### src/rtl/rr_grant_sched.sv
// rr_grant_sched
//   Round-robin scheduler sharing one downstream slot among N requesters.
//   A rotating-priority search picks the winner. The grant is registered and
//   held until the requester releases it or the hold limit expires. Every
//   grant exit passes through at least one IDLE cycle before the next grant.
//
// Ports
//   clk          system clock, rising edge
//   rst_n        asynchronous active-low reset
//   en           gate for issuing new grants (ignored while a grant is active)
//   req[N]       level-sensitive request lines
//   gnt_valid    a grant is active
//   gnt_onehot   one-hot grant vector, zero when no grant is active
//   gnt_idx      granted requester index, zero when no grant is active
//   gnt_expired  one-cycle pulse when the hold limit revokes a grant
//   ptr          current highest-priority index
//
// state | meaning
// ------+-------------------------------------------------------------
// IDLE  | no grant; searches for a winner when en=1 and req!=0
// GRANT | grant held; exits on release or when the hold limit is reached
//
// Wrap arithmetic on ptr and on the rotating search assumes N == 2**IDX_W.
module rr_grant_sched #(
  parameter int N        = 16,
  parameter int IDX_W    = 4,
  parameter int MAX_HOLD = 8
) (
  input  logic             clk,
  input  logic             rst_n,
  input  logic             en,
  input  logic [N-1:0]     req,
  output logic             gnt_valid,
  output logic [N-1:0]     gnt_onehot,
  output logic [IDX_W-1:0] gnt_idx,
  output logic             gnt_expired,
  output logic [IDX_W-1:0] ptr
);

  localparam int HOLD_W = (MAX_HOLD > 1) ? $clog2(MAX_HOLD) : 1;
  localparam logic [HOLD_W-1:0] HOLD_LAST = HOLD_W'(MAX_HOLD - 1);

  typedef enum logic {
    IDLE  = 1'b0,
    GRANT = 1'b1
  } state_t;

  state_t            state;
  logic [HOLD_W-1:0] hold_cnt;

  logic [IDX_W-1:0]  win_idx;
  logic              win_found;
  logic [IDX_W-1:0]  cand;

  // First set request bit at or after ptr, wrapping around.
  always_comb begin
    win_idx   = '0;
    win_found = 1'b0;
    cand      = '0;
    for (int k = 0; k < N; k++) begin
      cand = ptr + IDX_W'(k);
      if (!win_found && req[cand]) begin
        win_found = 1'b1;
        win_idx   = cand;
      end
    end
  end

  always_ff @(posedge clk or negedge rst_n) begin
    if (!rst_n) begin
      state       <= IDLE;
      gnt_valid   <= 1'b0;
      gnt_onehot  <= '0;
      gnt_idx     <= '0;
      gnt_expired <= 1'b0;
      ptr         <= '0;
      hold_cnt    <= '0;
    end else begin
      gnt_expired <= 1'b0;
      case (state)
        IDLE: begin
          if (en && win_found) begin
            state      <= GRANT;
            gnt_valid  <= 1'b1;
            gnt_idx    <= win_idx;
            gnt_onehot <= N'(1) << win_idx;
            hold_cnt   <= '0;
          end
        end
        GRANT: begin
          // Release takes precedence over expiry on the same edge.
          if (!req[gnt_idx] || (hold_cnt == HOLD_LAST)) begin
            state       <= IDLE;
            gnt_valid   <= 1'b0;
            gnt_onehot  <= '0;
            gnt_idx     <= '0;
            ptr         <= gnt_idx + IDX_W'(1);
            hold_cnt    <= '0;
            gnt_expired <= req[gnt_idx];
          end else begin
            hold_cnt <= hold_cnt + HOLD_W'(1);
          end
        end
        default: begin
          state <= IDLE;
        end
      endcase
    end
  end

endmodule
### config.mk
export PLATFORM = sky130hd
export DESIGN_NAME = rr_grant_sched
export DESIGN_NICKNAME = d
export VERILOG_FILES = /design/src/rtl/rr_grant_sched.sv
export SDC_FILE = /design/constraint.sdc
export NUM_CORES = 1
export LEC_CHECK = 0
export ABC_AREA = 0
export CORE_MARGIN = 2
export CORE_UTILIZATION = 35
export CTS_CLUSTER_DIAMETER = 60
export DETAILED_ROUTE_END_ITERATION = 8
export GPL_TIMING_DRIVEN = 0
export PLACE_DENSITY_LB_ADDON = 0.08
export SYNTH_ARGS = -nofsm -noshare
export SYNTH_HDL_FRONTEND = slang
export SYNTH_SLANG_ARGS = --single-unit
### constraint.sdc
create_clock -name clk -period 9.7 [get_ports clk]
set_input_delay 1.455 -clock clk [delete_from_list [all_inputs] [get_ports clk]]
set_output_delay 1.455 -clock clk [all_outputs]
set_load 0.02 [all_outputs]
Word-level counts from Yosys, hierarchy flattened
Cells that the tools add are included.
- reductions and logical operators: 35
- bitwise logic cells: 1
- order comparisons: 17
- equal/unequal tests: 3
- multiplexer cells: 83
- $add $sub $neg: 17
- shifts and indexed selects: 1
- operator list (operator ; count):
    less-than comparator 4 x 5 -> 1 bit, second input constant ; 17
    two-way mux 4 bit ; 18
    binary-select mux 1 bit (select 4 bit) ; 17
    two-way mux 1 bit ; 39
    adder 4 bit, second input constant ; 8
    two-way mux 16 bit ; 2
    one-hot mux 16 bit (2 select lines) ; 1
    adder 4 x 3 -> 4 bit, second input constant ; 4
    logical AND 1 bit ; 16
    zero test 1 bit ; 16
    << shifter 1 x 4 -> 16 bit, first input constant ; 1
    adder 4 x 1 -> 4 bit, second input constant ; 2
    adder 4 x 2 -> 4 bit, second input constant ; 2
    one-hot mux 4 bit (2 select lines) ; 1
    two-way mux 3 bit ; 2
    one-hot mux 3 bit (2 select lines) ; 1
    one-hot mux 1 bit (2 select lines) ; 2
    AND reduction 2 bit ; 2
    adder 3 x 1 -> 3 bit, second input constant ; 1
    equality test 3 bit, second input constant ; 1
    != test 2 x 1 -> 1 bit, second input constant ; 1
    != test 2 bit, second input constant ; 1
    logical OR 1 bit ; 1
    NOT 1 bit ; 1
- input bits: 19
- logic and storage cells: 164
- output and inout port bits: 26
- register bits after elaboration: 30

Depth between registers and ports, before layout
Gate-level depths: netlist of run 1.
- depth after elaboration: 51
- mapped depth: 17
- depth with buffers taken out: 11

Worst setup path after synthesis of run 1
Ideal clock, no wire load.
- path kind: register to register
- from: register ptr[1]
- to: register gnt_onehot[4]
- slack: 4.755 ns
- library setup time: 0.068 ns
- clock period less this slack: 4.945 ns
- arrival time: 4.877 ns
- cell stages (with the launch flop): 16
- path through: dfrtp_1 clkbuf_1 buf_1 inv_2 ha_1 clkbuf_1 buf_1 mux2_2 mux4_2 mux2i_1 nand4_2 or2_0 o41ai_1 o211ai_1 nor3_2 a32o_1
- word-level cells in the longest chain between the ends: 51
- elaborated cells on any way between the ends: 115
- those cells by class: add/sub (15); eq/ne (1); shift (1); mux (66); reduce/logical (32)
- RTL lines (element ; RTL line ; text):
    start, declared ; 37 ; output logic [IDX_W-1:0] ptr
    start signal, assigned ; 97 ; ptr <= gnt_idx + IDX_W'(1);
    parallel branches: the longest is 51 deep, another holds adder 4 x 1 -> 4 bit ; - ;
    end signal, assigned ; 86 ; gnt_onehot <= N'(1) << win_idx;
    end, declared ; 34 ; output logic [N-1:0] gnt_onehot,
Several ways; the timed one is not identified. The select of a mux whose other input is x is not followed.
A chain may end at the register's enable or synchronous reset.

Final worst setup path of run 1
- from: register ptr[1]
- to: register gnt_onehot[5]
Same word-level chain as after synthesis.

==> results.md, run 1 <==
* Fin nets at 470
* Commonest non-fill, non-tap cell in the layout: clkdlybuf4s50_1
* Initial Utilization at 0.364
* IO Pins at 45
* Initial antenna violation count at 0
* Worst-path clk slew at 0.07 ns
* Rows at 37
* Hold Path Stages at 2
* Ys async rst share at 1.00
* Setup Fix Bufs, Post-CTS at 0
* Yosys top cell by area: mux4_2
* Setup TNS at 0 ns
* N_diodes at 0
* Post-layout min period at 6.36 ns
* Die area at 0.0117 mm²
* GP Congestion at 0.948
* CTS Sinks at 30
* Die Y-Extent at 108 µm
* Synth top area share at 0.214
* Compound-Gate Fraction of Synth Area at 0.210
* Core area at 0.0104 mm²
* # DRC at 0
* Die Wd at 108 µm
* Iter 0 DRT Violations at 277
* Gate count of the mapped netlist at 390
* CP Launch Type: flop
* Hold Fails Final Rpt at 0
* Layout area overhead at 18.4%
* Max-Cap Viols at 0
* Primary FF master, synth: dfrtp_1
* Clk_lat worst skew at 0.28 ns
* Critical path class: reg2reg
* Post-synth EDFFs at 0
* Slew margin rel. at 0.193
* Hold WC Path Type: reg2reg
* Largest family of logic cells by synthesized area: multiplexers
* Post-Synth Simple-Gate Area at 0.144
* Post-Syn Area at 0.00379 mm²
* Synth area leaders: mux4_2 21%, dfrtp_1 20%, mux2_2 7.1%
* Share of cells above drive strength 1 at 0.195
* Unrepaired setup endpoints after global routing: false
* Crit. End Element: flop
* Post-cts resize count at 0
* Fin Clk Skew at 0.00634 ns
* Hold Path Sink: gnt_onehot[9]
* Crit-path cells: clkbuf_1 > buf_1 > inv_2 > ha_1 > clkbuf_1 > clkbuf_1 > mux2_2 > mux4_2 > mux2i_1 > nand4_2 > a2111oi_0 > a311oi_1 > o21ai_1 > a32o_1
* First-pass GRT wire length at 19.8 mm
* Grt ovf at 0
* Most used cell, CP: clkbuf_1
* Worst Setup SP: ptr[1]
* Max Slew Vio Count at 0
* Commonest cells after routing, fill and taps aside: 43 x clkdlybuf4s50_1, 36 x mux4_2, 34 x nand2_1
* Outcome: finished, final reports clean
* Max incr delay on CP at 0.64 ns
* CTS Buf Count at 5
* Synth unique cells at 61
* Remaining antenna violation count after routing at 0
* Root Buffer: clkbuf_8
* Syn_nets at 419
* Critical Path RT at 9.91 ns
* Final wirelength at 12.2 mm
* Ys Warns at 0
* Fmax at 157 MHz
* Htree depth at 2
* R2R Path End: gnt_onehot[5]
* R2R setup slack at 3.34 ns
* Slew @ Worst Pin at 1.20 ns
* Synthesis-stage register bit count at 30
* TritonCTS clock tree: built
* Vias/cell at 6.41
* Pin count of the biggest net entering global routing at 31
* Mux cell area share after synthesis at 0.349
* Synth Area in Adders at 0.0330
* CTS max path bufs at 2
* Post-DP HPWL at 9.52 mm
* Count of final setup violators at 0
* Post-synthesis xor/xnor area fraction at 0.0254
* Crit-path slowest cell: a2111oi_0
* DR vias at 3705
* CTS Hold Bufs at 0
* Aggregate global-route resource usage at 0.218
* Fin crit share at 0.655
* IO buf count at 44
* Hold Crit Start: gnt_onehot[9]
* Register area share after synthesis at 0.198
* Post-DR wirelength/cell at 21.2 µm
* Drt pass-1 iters at 5
* Crit Path Max Fanout at 12
* Worst r2r src: ptr[1]
* Mean post-synth cell area at 9.71 µm²
* CP arrival at 6.57 ns
* Reg2Reg Depth at 14
* Vias in the first global route at 3523
==> Yosys cell counts (4+ instances only) <==
cell	n
a32o_1	8
a21oi_1	19
buf_1	4
a211oi_1	5
inv_1	9
xnor2_1	6
nand2_1	34
o21ai_0	23
mux2_2	24
a22oi_1	4
o31ai_1	9
mux2i_1	24
dfrtp_1	30
nand3b_1	4
xor2_1	5
nand3_1	16
buf_2	4
nor2_1	24
a22o_1	4
o22ai_1	6
mux4_2	36
nand2b_1	5
clkbuf_1	13
ha_1	10
nor3_1	4
==> routing by layer <==
| metal | track usage | up-vias | share of wire |
|---|---|---|---|
| met5 | 0 | - | 0 |
| met1 | 0.321 | 1819 | 0.44 |
| met2 | 0.338 | 205 | 0.45 |
| met4 | 0.0513 | 0 | 0.028 |
| met3 | 0.0338 | 25 | 0.077 |
| li1 | - | 1656 | - |
==> how the worst max path moves through the flow <==
stage,endpoint,slack (ns),cells after the start
floorplan,gnt_onehot[4],4.75,15
global placement,gnt_onehot[5],3.55,14
detailed placement,gnt_onehot[5],3.51,14
CTS,gnt_onehot[5],3.49,14
global route,gnt_onehot[5],3.07,14
finish,gnt_onehot[5],3.34,14
==> kinds of logic after synthesis <==
kind of cell / count (synthesis)
AOI/OAI and AO/OA: 114
xor gates and xnor gates: 11
adders and majority gates: 10
buffers and inverters: 34
DFF: 30
muxes: 84
and+or+nand+nor: 107
==> critical path: cells and delay by family (launching register included) <==
| family | cells | cell delay (ns) |
|---|---|---|
| AOI/OAI and AO/OA | 4 | 1.67 |
| adders and majority gates | 1 | 0.34 |
| buffers and inverters | 5 | 2.03 |
| DFF | 1 | 0.50 |
| muxes | 3 | 1.39 |
| and+or+nand+nor | 1 | 0.38 |
==> flip-flops by register name (all words and copies together) (netlist names) <==
| signal | cells |
|---|---|
| gnt_onehot | 16 |
| gnt_idx | 4 |
| ptr | 4 |
| hold_cnt | 3 |
| gnt_expired | 1 |
| gnt_valid | 1 |
| state | 1 |
==> per-stage QoR <==
step,area [µm²],cells,worst slack [ns],hold WS (ns),utilization
6_report,4480,578,3.34,0.481,0.431
5_1_grt,4480,578,3.07,0.507,0.431
4_1_cts,4490,578,3.49,0.483,0.431
3_5_place_dp,4400,570,3.51,0.467,0.422
3_3_place_gp,4400,570,3.55,0.462,0.422
2_1_floorplan,3790,390,4.75,0.477,-
==> cell type report <==
| class | count | area [µm²] |
|---|---|---|
| Timing Repair Buffer | 44 | 435 |
| Tap cell | 136 | 170 |
| Buffer | 24 | 114 |
| Fill cell | 1027 | 5930 |
| Clock buffer | 7 | 86.3 |
| Multi-Input combinational cell | 326 | 2890 |
| Inverter | 10 | 37.5 |
| Sequential cell | 30 | 751 |
| Clock inverter | 1 | 5.00 |
Power of run 1 is left out: the tool's default activity adds up to more than one toggle a clock period on the data nets, which glitch-free logic cannot reach.
==> inputs of run 2 (changes only) <==
==> constraint.sdc (replaced) <==
create_clock -name clk -period 5.8 [get_ports clk]
set_input_delay 0.87 -clock clk [delete_from_list [all_inputs] [get_ports clk]]
set_output_delay 0.87 -clock clk [all_outputs]
set_load 0.02 [all_outputs]
==> run 2 against run 1 <==
Utilization is 0.18 points higher. Non-clock buffer count is 1 lower. Fmax is 18% higher. Die area stayed put. Critical endpoint is now gnt_onehot[0]. Wire length is 1.0% higher. Critical path depth stayed put. Register-to-register slack worse by 2.9 ns. Highest routed layer unchanged.
==> results.md, run 2 (synthesized netlist as in run 1, its figures left out) <==
* Hold Path Stages at 2
* TritonCTS clock tree: built
* GP Congestion at 0.948
* GR Util met3 at 0.0338
* Die Y-Extent at 108 µm
* First-pass GRT wire length at 19.8 mm
* Reg2Reg Depth at 14
* Busiest grt layer: met2
* Vias in the first global route at 3513
* Fin nets at 469
* Die Wd at 108 µm
* Critical Path RT at 6.01 ns
* Max Slew Vio Count at 0
* Rows at 37
* Core area at 0.0104 mm²
* Final Cell Area at 0.00450 mm²
* Post-layout min period at 5.38 ns
* Pin count of the biggest net entering global routing at 31
* Area occupied by multi-input gates at 0.00290 mm²
* Worst r2r src: ptr[1]
* Placed cell count at 570
* Fmax at 186 MHz
* Die area at 0.0117 mm²
* Top Registers: gnt_onehot: 16 flops, gnt_idx: 4 flops, ptr: 4 flops
* Top reg by flops: gnt_onehot
* CTS Hold Bufs at 0
* Initial Utilization at 0.364
* IO Pins at 45
* Final std cells w/o fill at 577
* CP Launch Type: flop
* Remaining antenna violation count after routing at 0
* Commonest cells after routing, fill and taps aside: 43 x clkdlybuf4s50_1, 36 x mux4_2, 34 x nand2_1
* Register area at 751 µm²
* N_diodes at 0
* Share of cells above drive strength 1 at 0.213
* Grt ovf at 0
* Worst-path clk slew at 0.07 ns
* Count of final setup violators at 0
* Unrepaired setup endpoints after global routing: false
* M2 GR Usage at 0.339
* Crit Path Max Fanout at 12
* CTS max path bufs at 2
* CP arrival at 5.59 ns
* Crit. End Element: flop
* Post-DR wirelength/cell at 21.4 µm
* Aggregate global-route resource usage at 0.219
* Slew @ Worst Pin at 0.848 ns
* DR vias at 3664
* Hold Fails Final Rpt at 0
* Htree depth at 2
* # DRC at 0
* Post-DP HPWL at 9.52 mm
* Global-route track usage on met1 at 0.321
* Commonest non-fill, non-tap cell in the layout: clkdlybuf4s50_1
* FILL cells at 1031
* Slew margin rel. at 0.431
* Vias/cell at 6.35
* Root Buffer: clkbuf_8
* Hold WC Path Type: reg2reg
* Max-Cap Viols at 0
* Area after DPL at 0.00440 mm²
* Iter 0 DRT Violations at 226
* Hold WS at 0.481 ns
* Drt pass-1 iters at 4
* Max reg flops at 16
* Fin Clk Skew at 0.00737 ns
* Clk_lat worst skew at 0.28 ns
* IO buf count at 44
* CTS Sinks at 30
* Initial antenna violation count at 0
* Hold Crit Start: gnt_onehot[9]
* Critical path class: reg2reg
* Final wirelength at 12.4 mm
* Layout area overhead at 18.9%
* CTS Buf Count at 5
* Outcome: finished, final reports clean
* Worst Setup SP: ptr[1]
* Fin crit share at 0.928
-- run 2: changes by cell type in the layout (fill, tap and decap cells not counted) --
cell      before  now
buf_1          4    2
buf_2          5    7
clkbuf_1      14   11
mux2i_2        0    1
a211oi_2       0    2
a211oi_1       5    3
o21ai_2        0    1
clkbuf_2       0    2
mux2i_1       24   23
o21ai_1        2    1
-- run 2: area by class of cell --
| cell class | count | share of cell area |
|---|---|---|
| multi-input cells | 326 | 0.645 |
| flip-flops and latches | 30 | 0.167 |
| repair buffers | 44 | 0.0967 |
| well taps | 136 | 0.0378 |
| plain buffers | 23 | 0.0256 |
| clock buffers | 7 | 0.0192 |
| inverters | 10 | 0.00834 |
| clock inverters | 1 | 0.00111 |
-- run 2: per-layer routing --
metal,vias to the layer above,wire length (µm)
li1,1645,-
met1,1809,5560
met2,184,5570
met5,-,0
met4,0,335
met3,26,888
-- run 2: repair_timing --
action	CTS	global route
setup buffers	0	0
gates cloned	0	0
resized for setup	4	5
endpoints found under the setup margin	19	19
pin swaps	0	0
hold endpoints to repair	0	0
-- run 2: worst paths after layout --
kind / to / slack [ns]
setup reg to reg: gnt_onehot[0] / 0.42
setup / recovery: gnt_onehot[0] / 0.42
hold reg to reg: gnt_onehot[9] / 0.48
hold / removal: gnt_onehot[9] / 0.48
min in group asynchronous: gnt_onehot[8] / 0.62
max in group asynchronous: hold_cnt[2] / 4.74
-- run 2: through the flow --
stage | setup slack, ns | util | setup TNS [ns]
CTS | 0.0151 | 0.432 | 0
detailed placement | -0.389 | 0.422 | -6.02
floorplan | 0.855 | - | 0
global route | 0.106 | 0.432 | 0
finish | 0.416 | 0.432 | 0
global placement | -0.352 | 0.422 | -5.57
-- run 2: worst max-delay path, stage by stage, from the launching register on --
cell,delay [ns]
dfrtp_1,0.49
clkbuf_2,0.27
buf_2,0.29
inv_2,0.19
ha_1,0.51
clkbuf_2,0.34
mux2_2,0.37
mux4_2,0.55
mux2i_2,0.33
nand4_2,0.34
or2_0,0.35
o41ai_1,0.44
o211ai_1,0.30
nor3_2,0.33
a32o_1,0.21
Power of run 2 is left out for the same reason.
